<file path="config.mk">
export PLATFORM = sky130hd
export DESIGN_NAME = pon_burst_scheduler
export DESIGN_NICKNAME = d
export VERILOG_FILES = /design/src/rtl/pon_burst_scheduler.sv
export SDC_FILE = /design/constraint.sdc
export NUM_CORES = 1
export LEC_CHECK = 0
export ABC_AREA = 1
export BUFFER_PORTS_ARGS = -buffer_cell sky130_fd_sc_hd__buf_2
export CAP_MARGIN = 20
export CORE_UTILIZATION = 53
export DETAILED_ROUTE_END_ITERATION = 10
export PLACE_DENSITY = 0.76
export SLEW_MARGIN = 5
export SYNTH_ARGS = -nofsm -noshare
export SYNTH_HDL_FRONTEND = slang
export SYNTH_SLANG_ARGS = --single-unit
export TNS_END_PERCENT = 5
</file>
<file path="constraint.sdc">
create_clock -name tx_axis_usrclk -period 3.6 [get_ports tx_axis_usrclk]
set_input_delay 0.18 -clock tx_axis_usrclk [delete_from_list [all_inputs] [get_ports tx_axis_usrclk]]
set_output_delay 0.18 -clock tx_axis_usrclk [all_outputs]
set_load 0.01 [all_outputs]
</file>
<file path="src/rtl/pon_burst_scheduler.sv">
// Round-robin TDMA burst scheduler for the shared 10G TX AXI-stream.
// Each granted slot emits preamble words, the sync word, then the granted source's payload.
module pon_burst_scheduler #(
  parameter int          N_SRC         = 4,
  parameter logic [31:0] PREAMBLE_WORD = 32'hAAAAAAAA,
  parameter logic [31:0] SYNC_WORD     = 32'h05560556
) (
  input  logic                  tx_axis_usrclk,
  input  logic                  reset_in,
  input  logic                  enable,
  input  logic [15:0]           preamble_length,
  input  logic [15:0]           burst_length,
  input  logic [31:0]           burst_period,
  input  logic [N_SRC-1:0]      req,
  output logic [N_SRC-1:0]      grant,
  input  logic [32*N_SRC-1:0]   s_axis_tdata,
  input  logic [N_SRC-1:0]      s_axis_tvalid,
  output logic [N_SRC-1:0]      s_axis_tready,
  output logic [31:0]           m_axis_tdata,
  output logic                  m_axis_tvalid,
  input  logic                  m_axis_tready,
  output logic                  m_axis_tlast,
  output logic [3:0]            m_axis_tkeep,
  output logic                  m_axis_tuser,
  output logic                  burst_active,
  output logic [31:0]           burst_count,
  output logic                  overrun,
  output logic                  underrun_err,
  output logic                  config_err
);

  localparam int IDX_W = (N_SRC > 1) ? $clog2(N_SRC) : 1;

  typedef enum logic [2:0] {IDLE, ARB, PREAMBLE, SYNC, PAYLOAD} state_t;

  state_t           state;
  state_t           next_state;
  logic [31:0]      slot_cnt;
  logic [31:0]      last_slot;
  logic             slot_zero;
  logic [IDX_W-1:0] ptr;
  logic [IDX_W-1:0] arb_idx;
  logic [IDX_W-1:0] cand;
  logic             arb_found;
  logic [15:0]      word_cnt;
  logic [15:0]      pre_len_q;
  logic [15:0]      burst_len_q;
  logic [N_SRC-1:0] grant_q;
  logic             grant_now;
  logic             busy;
  logic             hs;
  logic             end_burst;
  logic             underrun_now;

  // A zero period behaves as a one-cycle slot; slot_cnt is frozen at 0 while disabled.
  assign last_slot = (burst_period == 32'd0) ? 32'd0 : burst_period - 32'd1;
  assign slot_zero = enable && (slot_cnt == 32'd0);

  always_ff @(posedge tx_axis_usrclk) begin
    if (reset_in || !enable) begin
      slot_cnt <= 32'd0;
    end else if (slot_cnt >= last_slot) begin
      slot_cnt <= 32'd0;
    end else begin
      slot_cnt <= slot_cnt + 32'd1;
    end
  end

  // Cyclic search from ptr+1; iterating downwards lets the nearest requester win.
  always_comb begin
    arb_idx   = ptr;
    arb_found = 1'b0;
    cand      = '0;
    for (int i = N_SRC; i >= 1; i--) begin
      cand = IDX_W'((int'(ptr) + i) % N_SRC);
      if (req[cand]) begin
        arb_idx   = cand;
        arb_found = 1'b1;
      end
    end
  end

  assign busy         = (state == PREAMBLE) || (state == SYNC) || (state == PAYLOAD);
  assign hs           = m_axis_tvalid && m_axis_tready;
  assign end_burst    = hs && m_axis_tlast;
  assign underrun_now = (state == PAYLOAD) && !s_axis_tvalid[ptr];

  always_ff @(posedge tx_axis_usrclk) begin
    if (reset_in) begin
      state <= IDLE;
    end else begin
      state <= next_state;
    end
  end

  // A burst ending on a slot boundary re-arbitrates in the same cycle.
  always_comb begin
    next_state = state;
    grant_now  = 1'b0;
    case (state)
      IDLE:     if (enable) next_state = ARB;
      ARB: begin
        if (!enable) begin
          next_state = IDLE;
        end else if (slot_zero && arb_found) begin
          grant_now = 1'b1;
        end
      end
      PREAMBLE: if (hs && (word_cnt == pre_len_q - 16'd1)) next_state = SYNC;
      SYNC:     if (hs && (burst_len_q != 16'd0)) next_state = PAYLOAD;
      default:  ;
    endcase
    if (end_burst) begin
      next_state = enable ? ARB : IDLE;
      grant_now  = slot_zero && arb_found;
    end
    if (grant_now) begin
      next_state = (preamble_length == 16'd0) ? SYNC : PREAMBLE;
    end
  end

  always_comb begin
    m_axis_tdata  = '0;
    m_axis_tvalid = 1'b0;
    m_axis_tlast  = 1'b0;
    s_axis_tready = '0;
    case (state)
      PREAMBLE: begin
        m_axis_tdata  = PREAMBLE_WORD;
        m_axis_tvalid = 1'b1;
      end
      SYNC: begin
        m_axis_tdata  = SYNC_WORD;
        m_axis_tvalid = 1'b1;
        m_axis_tlast  = (burst_len_q == 16'd0);
      end
      PAYLOAD: begin
        m_axis_tdata       = s_axis_tdata[ptr*32 +: 32];
        m_axis_tvalid      = s_axis_tvalid[ptr];
        m_axis_tlast       = (word_cnt == burst_len_q - 16'd1);
        s_axis_tready[ptr] = m_axis_tready;
      end
      default: ;
    endcase
  end

  assign m_axis_tkeep = m_axis_tvalid ? 4'hF : 4'h0;
  assign m_axis_tuser = 1'b0;
  assign burst_active = busy;
  assign grant        = grant_q;
  assign config_err   = ({17'd0, preamble_length} + {17'd0, burst_length} + 33'd1)
                        >= {1'b0, burst_period};

  // ptr doubles as the granted index for the payload mux while a burst runs.
  always_ff @(posedge tx_axis_usrclk) begin
    if (reset_in) begin
      ptr          <= IDX_W'(N_SRC - 1);
      grant_q      <= '0;
      word_cnt     <= 16'd0;
      pre_len_q    <= 16'd0;
      burst_len_q  <= 16'd0;
      burst_count  <= 32'd0;
      overrun      <= 1'b0;
      underrun_err <= 1'b0;
    end else begin
      overrun <= slot_zero && busy && !end_burst;
      if (underrun_now) underrun_err <= 1'b1;
      if (end_burst) begin
        burst_count <= burst_count + 32'd1;
        grant_q     <= '0;
      end
      if (grant_now) begin
        ptr         <= arb_idx;
        grant_q     <= N_SRC'(1) << arb_idx;
        pre_len_q   <= preamble_length;
        burst_len_q <= burst_length;
        word_cnt    <= 16'd0;
      end else if (hs) begin
        if ((state == PREAMBLE) && (word_cnt == pre_len_q - 16'd1)) begin
          word_cnt <= 16'd0;
        end else if (state == SYNC) begin
          word_cnt <= 16'd0;
        end else begin
          word_cnt <= word_cnt + 16'd1;
        end
      end
    end
  end

endmodule

</file>
# ---- Word-level counts from Yosys, hierarchy flattened
# Cells that the tools add are included.
dict set report op_classes {
  add_sub_neg 12
  magnitude_cmp 8
  eq_ne 10
  n_shift 2
  muxes 43
  bitwise_logic 1
  n_reduce_logical 29
}
# cell n
set op_table {}
lappend op_table {{$shiftx A128 B8 Y32} 1}
lappend op_table {{$pmux W32 S3} 1}
lappend op_table {{$add A32 B1 Y32 const B} 2}
lappend op_table {{$logic_not A32 Y1} 2}
lappend op_table {{$eq A16 B16 Y1} 2}
lappend op_table {{$ge A18 B32 Y1} 1}
lappend op_table {{$ge A32 B32 Y1} 1}
lappend op_table {{$logic_not A16 Y1} 2}
lappend op_table {{$mux W16} 2}
lappend op_table {{$mux W32} 1}
lappend op_table {{$sub A16 B1 Y16 const B} 2}
lappend op_table {{$sub A32 B1 Y32 const B} 1}
lappend op_table {{$add A17 B1 Y18 const B} 1}
lappend op_table {{$mux W3} 6}
lappend op_table {{$add A16 B16 Y17} 1}
lappend op_table {{$add A16 B1 Y16 const B} 1}
lappend op_table {{$mux W1} 16}
lappend op_table {{$mux W4} 4}
lappend op_table {{$ne A4 B4 Y1 const B} 4}
lappend op_table {{$reduce_bool A16 Y1} 1}
lappend op_table {{$lt A2 B3 Y1 const B} 5}
lappend op_table {{$pmux W3 S4} 1}
lappend op_table {{$logic_and A1 B1 Y1} 11}
lappend op_table {{$bmux W1 S2} 5}
lappend op_table {{other kinds (18)} 31}
dict set report word_totals {
  regBits 123
  output_inout_bits 83
  wordCells 115
}

# ---- Logic depth before layout (Yosys ltp)
# Gate-level depths: netlist of run 1.
dict set report depth {
  depth_word 14
  ltp_mapped 24
  ltp_nobuf 23
}

# ---- Worst setup path after synthesis of run 1
# No wires, ideal clock.
dict set report synth_path {
  kind {input to register}
  start {in burst_period[1]}
  end {reg slot_cnt[10]}
  setup_time_ps 132
  t_arrival_ps 2952
  slack_ps 515
  stages 20
  n_path_buf 1
  path_cell_list {inv_1 -> ha_1 -> nand3_2 -> nor2_4 -> nand4_1 -> nor2_1 -> nand4_1 -> nor2_1 -> inv_1 -> nor2_2 -> nand2_1 -> nor3_1 -> or2_2 -> nand3_1 -> ha_1 -> nand2_1 -> o21a_1 -> o21ai_1 -> clkbuf_1 -> a21oi_1}
}
dict set report synth_between {
  elab_chain_cells 4
  word_cells_on_any_way 5
  classes_between {add/sub (1); order compare (1); mux (1); reduce/logical (2)}
}
# element line
set synth_rtl {}
lappend synth_rtl {{start, declared} 13} ;# input logic [31:0] burst_period,
lappend synth_rtl {{$sub A32 B1 Y32 or $logic_not A32 Y1 (tied branches)} 56} ;# assign last_slot = (burst_period == 32'd0) ? 32'd0 : burst_period - 32'd1;
lappend synth_rtl {{$mux W32 (*)} 56}
lappend synth_rtl {{$ge A32 B32 Y1 (*)} 62} ;# end else if (slot_cnt >= last_slot) begin
lappend synth_rtl {{$reduce_or A2 Y1 (no source line) (*)} n/a}
lappend synth_rtl {{end signal, assigned} 65} ;# slot_cnt <= slot_cnt + 32'd1;
lappend synth_rtl {{end, declared} 38} ;# logic [31:0] slot_cnt;
# Every way passes the cells marked *; elsewhere a longest branch is shown, timed or not.
# A chain may end at the register's enable or synchronous reset.

# ---- Worst setup path after layout of run 1
dict set report layout_path {
  start {in preamble_length[3]}
  end {out config_err}
}
dict set report layout_between {
  elab_chain_cells 3
}
# element line
set layout_rtl {}
lappend layout_rtl {{start, declared} 11} ;# input logic [15:0] preamble_length,
lappend layout_rtl {{$add A16 B16 Y17} 151} ;# assign config_err = ({17'd0, preamble_length} + {17'd0, burst_length} + 33'd1)
lappend layout_rtl {{$add A17 B1 Y18} 151}
lappend layout_rtl {{$ge A18 B32 Y1} 152} ;# >= {1'b0, burst_period};
lappend layout_rtl {{end, declared} 29} ;# output logic config_err
# No other way between the ends.

==> metrics.txt, run 1 <==
outcome=finished clean; top post-synthesis cells by area=dfxtp_1 (22%), nand2_1 (14%), ha_1 (8.4%); Fin. Hold Viols=0; hold_buf cts=0; GR Overflow Total=0; TritonCTS clock tree=yes; FILL cells=1,986; reg2reg start=ptr[0]; Die Y=148 um; worst hold slack=0.0517 ns; dpl cells=2,361; Crit-path slowest cell=ha_1; Core Rows=53; Top Family by Delay on Critical Path=compound AO/OA/AOI/OAI gates; DIE AREA=0.0220 mm^2; critical path peak fanout=4; Seq/Total Area, Yosys=21.7%; RR Endpoint=grant[0]; #FFs+latches synth=123; Worst-Skew Late Latency=0.43 ns; clock sinks=123; fmax=290 MHz; detailed-placement wirelength estimate=29.2 mm; syn_nets=2,125; Worst Hold Depth=3; share of flip-flops with an asynchronous set or reset=0%; Worst IR Drop VDD=389 uV; Pins Over Slew Limit=0; Root Driver=clkbuf_16; routability cong.=0.942; vias in the first global route=11,613; final layout net count=2,386; share of the synthesized area in the top cell type=21.7%; number of CTS-inserted buffers=17; vias after detailed routing=13,032; DRT Pass-1 Iters=6; EDFF count, synth=0; CTS H-tree lvls=4; final non-filler cell total=2,397; Netlist cell types=57; vias per cell=5.44; Synth Instances=1,844; Worst path max stage delay=0.35 ns; Die W=148 um; final worst path period share=95.9%; Reg clk slew, reported paths=0.06 ns; final antenna-violating net count=0; Initial Util=54.0%; Yosys warning count=0; static leakage=6.50 nW; Worst Setup End Kind=primary output; I/O Pins=287; Post-Syn Area=0.0114 mm^2; area leader, netlist=dfxtp_1; R2R depth=13; maxcap violations=0; worst hold path endpoint=pre_len_q[5]; largest net degree at the start of global routing=44; unrepaired setup endpoints after global routing=false; worst slew pin tran=0.740 ns; hold path startpoint=preamble_length[5]; DRC Markers=0; initial detailed-routing violation count=862; Hold/Removal Path Class=input port to flip-flop; minimum clock period=3.45 ns; dominant synthesized flop cell=dfxtp_1; DRT Wirelength=36.4 mm; Worst EP arrival=3.27 ns; layout cells sized above 1=18.2%; final setup vio count=0; Area Overhead vs Synth=19.6%; Setup crit start kind=input port; final setup TNS=0 ns; max_slew headroom=50.6%; Worst Skew=0.0121 ns; Crit Path Class=input port to primary output; core area=0.0210 mm^2; routed len/inst=15.2 um; worst reg2reg setup slack=0.38 ns; worst path bufs/invs=3; Total Routing Usage GR=32.6%; global-route wire length before repair=57.3 mm; power per cell area=431 mW/mm^2; PortBufs=285; initial antenna violation count=3; Critical Path RT=3.42 ns; Synth Area per Inst=6.16 um^2; PnR Total Power=0.00585 W; Cell Chain, Critical Path=buf_2 -> ha_1 -> a21o_1 -> a31oi_1 -> o21ai_1 -> a21boi_0 -> o21ai_1 -> a21boi_1 -> xor2_1 -> inv_1 -> ha_1 -> nand2_1 -> nor2_1 -> o21ai_0 -> o211ai_1 -> a21oi_1 -> nor2_1 -> buf_2; Clock Tree Buf Depth=2
layer usage:
metal / vias to the layer above / track usage, % / share of wire [%]
met2: 399 / 55.1 / 47
li1: 6620 / - / -
met1: 5940 / 41.3 / 44
met5: - / 0 / 0
met4: 0 / 11.6 / 3.1
met3: 73 / 6.01 / 5.9
cell usage after synthesis (4+ instances only):
cell type    n
o21ai_0     87
o22ai_1      9
nor3_2       5
inv_2        6
o21ai_1      4
buf_2       10
nand3b_1     6
or2_2        9
nor3_1      43
nand2_1    429
nand3_1    112
buf_1        9
xor2_1      72
nand2_4      5
o211ai_1     5
nand4_1     41
a221o_1     24
buf_4        8
a21oi_1    167
nor2_2       9
xnor2_1     23
clkbuf_1    33
nor2_1     241
a211oi_1     6
nor4_1      23
a21boi_0     5
inv_1      215
ha_1        76
dfxtp_1    123
a31oi_1      4
metrics by stage:
stage	instance area, um^2	setup WS, ns	util, %
after global routing	13600	0.0136	64.6
after global placement	13000	0.167	61.8
after detailed placement	13000	0.00887	61.8
final	13600	0.149	64.6
after CTS	13600	0.00375	64.6
after floorplan	11400	0.515	-
power breakdown:
| part | internal, W | switching, W | leakage [nW] |
|---|---|---|---|
| sequential | 0.00145 | 0.000102 | 0.994 |
| clock | 0.000963 | 0.000691 | 0.262 |
| combinational | 0.000933 | 0.00171 | 5.24 |
| total | 0.00335 | 0.00250 | 6.50 |
repair_timing:
item | in CTS | in global routing
buffers inserted | 0 | 0
resized for setup | 0 | 5
endpoints found under the setup margin | 0 | 1
tightest hold or removal path: cells and delay by family:
kind                   cells  cell delay, ns
AND/OR/NAND/NOR            1            0.08
AO/OA/AOI/OAI              1            0.08
buffers and inverters      1            0.10
cells by family after synthesis:
group,Yosys count,share of synthesized area (%)
AOI/OAI and AO/OA,326,16.4
xor gates and xnor gates,96,7.53
adders and majority gates,77,8.55
buffers and inverters,286,9.92
DFF,123,21.7
muxes,1,0.0882
other,1,0.0330
and+or+nand+nor,934,35.8
registers in the layout, summed over array words and instances (netlist names):
signal and cells:
ptr 2, burst_count 32, overrun 1, word_cnt 16
slot_cnt 32, grant 4, underrun_err 1, pre_len_q 16
state 3, burst_len_q 16
cell type report:
cell class / instances / area, um^2 / area share, %
well taps: 275 / 344 / 2.53
clock buffers: 18 / 429 / 3.16
multi-input cells: 1435 / 7770 / 57.2
inverters: 224 / 842 / 6.20
diodes: 4 / 10.0 / 0.0737
clock inverters: 14 / 140 / 1.03
flip-flops and latches: 123 / 2460 / 18.1
repair buffers: 304 / 1580 / 11.6
layout by cell type (no fill, tap or decap), types with 5 or more instances in the layout:
master	synthesis	layout
nand4_1	41	41
o21ai_0	87	84
nand3_1	112	112
o211ai_1	5	5
xnor2_1	23	23
dfxtp_1	123	122
buf_2	10	285
nand2_4	5	5
nor3_1	43	43
nor4_1	23	23
nand2_1	429	429
a21oi_1	167	167
buf_4	8	18
a211oi_1	6	6
nand3b_1	6	6
nor2_2	9	9
xor2_1	72	72
nor2_1	241	241
clkbuf_16	0	17
or2_2	9	9
o21ai_1	4	6
ha_1	76	76
inv_1	215	214
inv_2	6	7
a221o_1	24	24
clkinvlp_4	0	5
nor3_2	5	5
o22ai_1	9	9
worst max path at each step:
stage | start | endpoint | slack, ns | depth (start not counted)
after global routing | preamble_length[0] | config_err | 0.01 | 20
after floorplan | burst_period[1] | slot_cnt[10] | 0.52 | 20
after detailed placement | preamble_length[0] | config_err | 0.009 | 20
final | preamble_length[3] | config_err | 0.15 | 18
after CTS | preamble_length[0] | config_err | 0.004 | 20
after global placement | preamble_length[0] | config_err | 0.17 | 20
(Power assumes the default switching activity.)
==> run 2, diff against run 1 <==
--- a/config.mk
+++ b/config.mk
@@ -10,7 +10,9 @@
 export CAP_MARGIN = 20
 export CORE_UTILIZATION = 53
 export DETAILED_ROUTE_END_ITERATION = 10
-export PLACE_DENSITY = 0.76
+export HOLD_SLACK_MARGIN = 0.03
+export PLACE_DENSITY = 0.8
+export SKIP_LAST_GASP = 1
 export SLEW_MARGIN = 5
 export SYNTH_ARGS = -nofsm -noshare
 export SYNTH_HDL_FRONTEND = slang
==> run 2 against run 1 <==
First-iteration DRC count increased by 4.1%. Combinational power is essentially flat. Final cell count shrank 0.29%. Clock skew increased by 0.00051 ns. Final area hardly changed. Via count is 1.2% higher. Setup slack gained 0.11 ns.
==> metrics.txt, run 2 (same netlist as run 1, synthesis figures left out) <==
FILL cells=1,948 (-1.9%); DRT Pass-1 Iters=6 (unchanged); number of CTS-inserted buffers=17 (unchanged); PortBufs=285 (unchanged); layout cells sized above 1=18.2% (about the same); Worst path max stage delay=0.42 ns (+0.07 ns); largest registers=burst_count (32), slot_cnt (32); fmax=299 MHz (+3.2%); worst reg2reg setup slack=0.34 ns (-0.04 ns); vias after detailed routing=13,186 (+1.2%); Cell Chain, Critical Path=buf_2 -> inv_1 -> ha_1 -> fa_1 -> inv_1 -> a31oi_2 -> o21ai_1 -> a21boi_1 -> o21ai_1 -> a21boi_1 -> xor2_1 -> inv_1 -> ha_1 -> nand2_1 -> nor2_1 -> o21ai_0 -> o211ai_1 -> a21oi_1 -> nor2_1 -> buf_2; final non-filler cell total=2,390 (-0.29%); Critical Path RT=3.42 ns (about the same); routability cong.=1.02 (+8.7%); Worst-Skew Late Latency=0.43 ns (about the same); Initial Util=54.0% (unchanged); area of the multi-input gates=0.00778 mm^2 (+0.11%); Total Routing Usage GR=32.0% (-0.58 points); worst slew pin tran=0.757 ns (+0.0178 ns); worst hold slack=0.0476 ns (-0.00413 ns); Core Rows=53 (unchanged); minimum clock period=3.35 ns (-0.106 ns); final setup TNS=0 ns (unchanged); global-route wire length before repair=57.1 mm (-0.42%); DIE AREA=0.0220 mm^2 (unchanged); critical path peak fanout=3 (-1); initial detailed-routing violation count=897 (+4.1%); RR Endpoint=burst_count[22]; vias per cell=5.52 (+1.5%); largest net degree at the start of global routing=47 (+6.8%); area occupied by registers=0.00246 mm^2 (unchanged); Worst IR Drop VDD=386 uV (-0.72%); Pins Over Slew Limit=0 (unchanged); power per cell area=434 mW/mm^2 (+0.74%); R2R depth=12 (-1); detailed-placement wirelength estimate=28.7 mm (-1.6%); Clock Tree Buf Depth=2 (unchanged); final layout net count=2,382 (-0.17%); max_slew headroom=49.4% (-1.2 points); most frequent cells in the layout=nand2_1 (429), buf_2 (285), nor2_1 (240), inv_1 (214), a21oi_1 (167); Hold/Removal Path Class=input port to flip-flop; core area=0.0210 mm^2 (unchanged); cell area after layout=0.0136 mm^2 (about the same); DRC Markers=0 (unchanged); TritonCTS clock tree=yes; Setup crit start kind=input port; initial antenna violation count=3 (unchanged); static leakage=6.50 nW (about the same); clock sinks=123 (unchanged); final worst path period share=92.9% (-2.9 points); maxcap violations=0 (unchanged); Die Y=148 um (unchanged); dpl cells=2,357 (-0.17%); reg2reg start=ptr[0]; Reg clk slew, reported paths=0.06 ns (about the same); final antenna-violating net count=0 (unchanged); PnR Total Power=0.00589 W (+0.68%); Root Driver=clkbuf_16; I/O Pins=287 (unchanged); Worst Setup End Kind=primary output; Crit Path Class=input port to primary output; Post-CTS Setup Bufs=0 (unchanged); Crit-path slowest cell=fa_1; hold path startpoint=burst_length[7]; unrepaired setup endpoints after global routing=false; Fin. Hold Viols=0 (unchanged); critical path's most frequent cell=inv_1; Worst EP arrival=3.17 ns (-0.10 ns); routed len/inst=15.0 um (-1.2%); outcome=finished clean; Area Overhead vs Synth=19.5% (about the same); Worst Hold Depth=3 (unchanged); DRT Wirelength=35.9 mm (-1.5%); Worst Skew=0.0126 ns (+0.000508 ns); vias in the first global route=12,036 (+3.6%); final setup vio count=0 (unchanged); worst hold path endpoint=burst_len_q[7]; CTS H-tree lvls=4 (unchanged); Die W=148 um (unchanged); Placed Instance Area=0.0130 mm^2 (-0.23%); most common cell after layout, fill and taps aside=nand2_1; GR Overflow Total=0 (unchanged)
[run 2: layer usage]
layer	wire length, um	track usage (%)
met1	15700	39.8
met4	1070	11.1
met3	2300	6.63
met5	23	0
met2	16800	54.6
[run 2: final cells by class]
class | instances | area share (%)
repair buffers | 300 | 11.4
inverters | 224 | 6.20
flip-flops and latches | 123 | 18.2
diodes | 1 | 0.0184
clock inverters | 15 | 1.22
clock buffers | 17 | 3.13
well taps | 275 | 2.54
multi-input cells | 1435 | 57.3
[run 2: worst max path at each step]
stage                       startpoint            to  depth (start not counted)
floorplan              burst_period[1]  slot_cnt[10]                         20
global placement    preamble_length[0]    config_err                         20
detailed placement     burst_period[2]  slot_cnt[18]                         23
CTS                 preamble_length[0]    config_err                         20
global route        preamble_length[0]    config_err                         20
finish              preamble_length[0]    config_err                         20
[run 2: critical path, delay by kind of cell]
family | cells | cell delay (ns)
AO/OA/AOI/OAI | 8 | 1.18
XOR/XNOR | 1 | 0.15
buffers and inverters | 5 | 0.46
adder cells (fa/ha/maj) | 3 | 0.91
AND/OR/NAND/NOR | 3 | 0.29
[run 2: through the flow]
stage,util (%),setup WS (ns)
5_1_grt,64.6,0.00593
4_1_cts,64.5,0.0883
2_1_floorplan,-,0.515
6_report,64.6,0.255
3_5_place_dp,61.7,-0.0614
3_3_place_gp,61.7,0.159
[run 2: report_power, final]
group | internal (W) | total, W | switching, W
sequential | 0.00145 | 0.00155 | 0.0000978
clock | 0.00103 | 0.00173 | 0.000698
combinational | 0.000929 | 0.00261 | 0.00168
[run 2: what timing repair did]
action	in CTS	in global routing
hold buffers	0	0
gates resized for setup	1	8
endpoints found under the setup margin	1	1
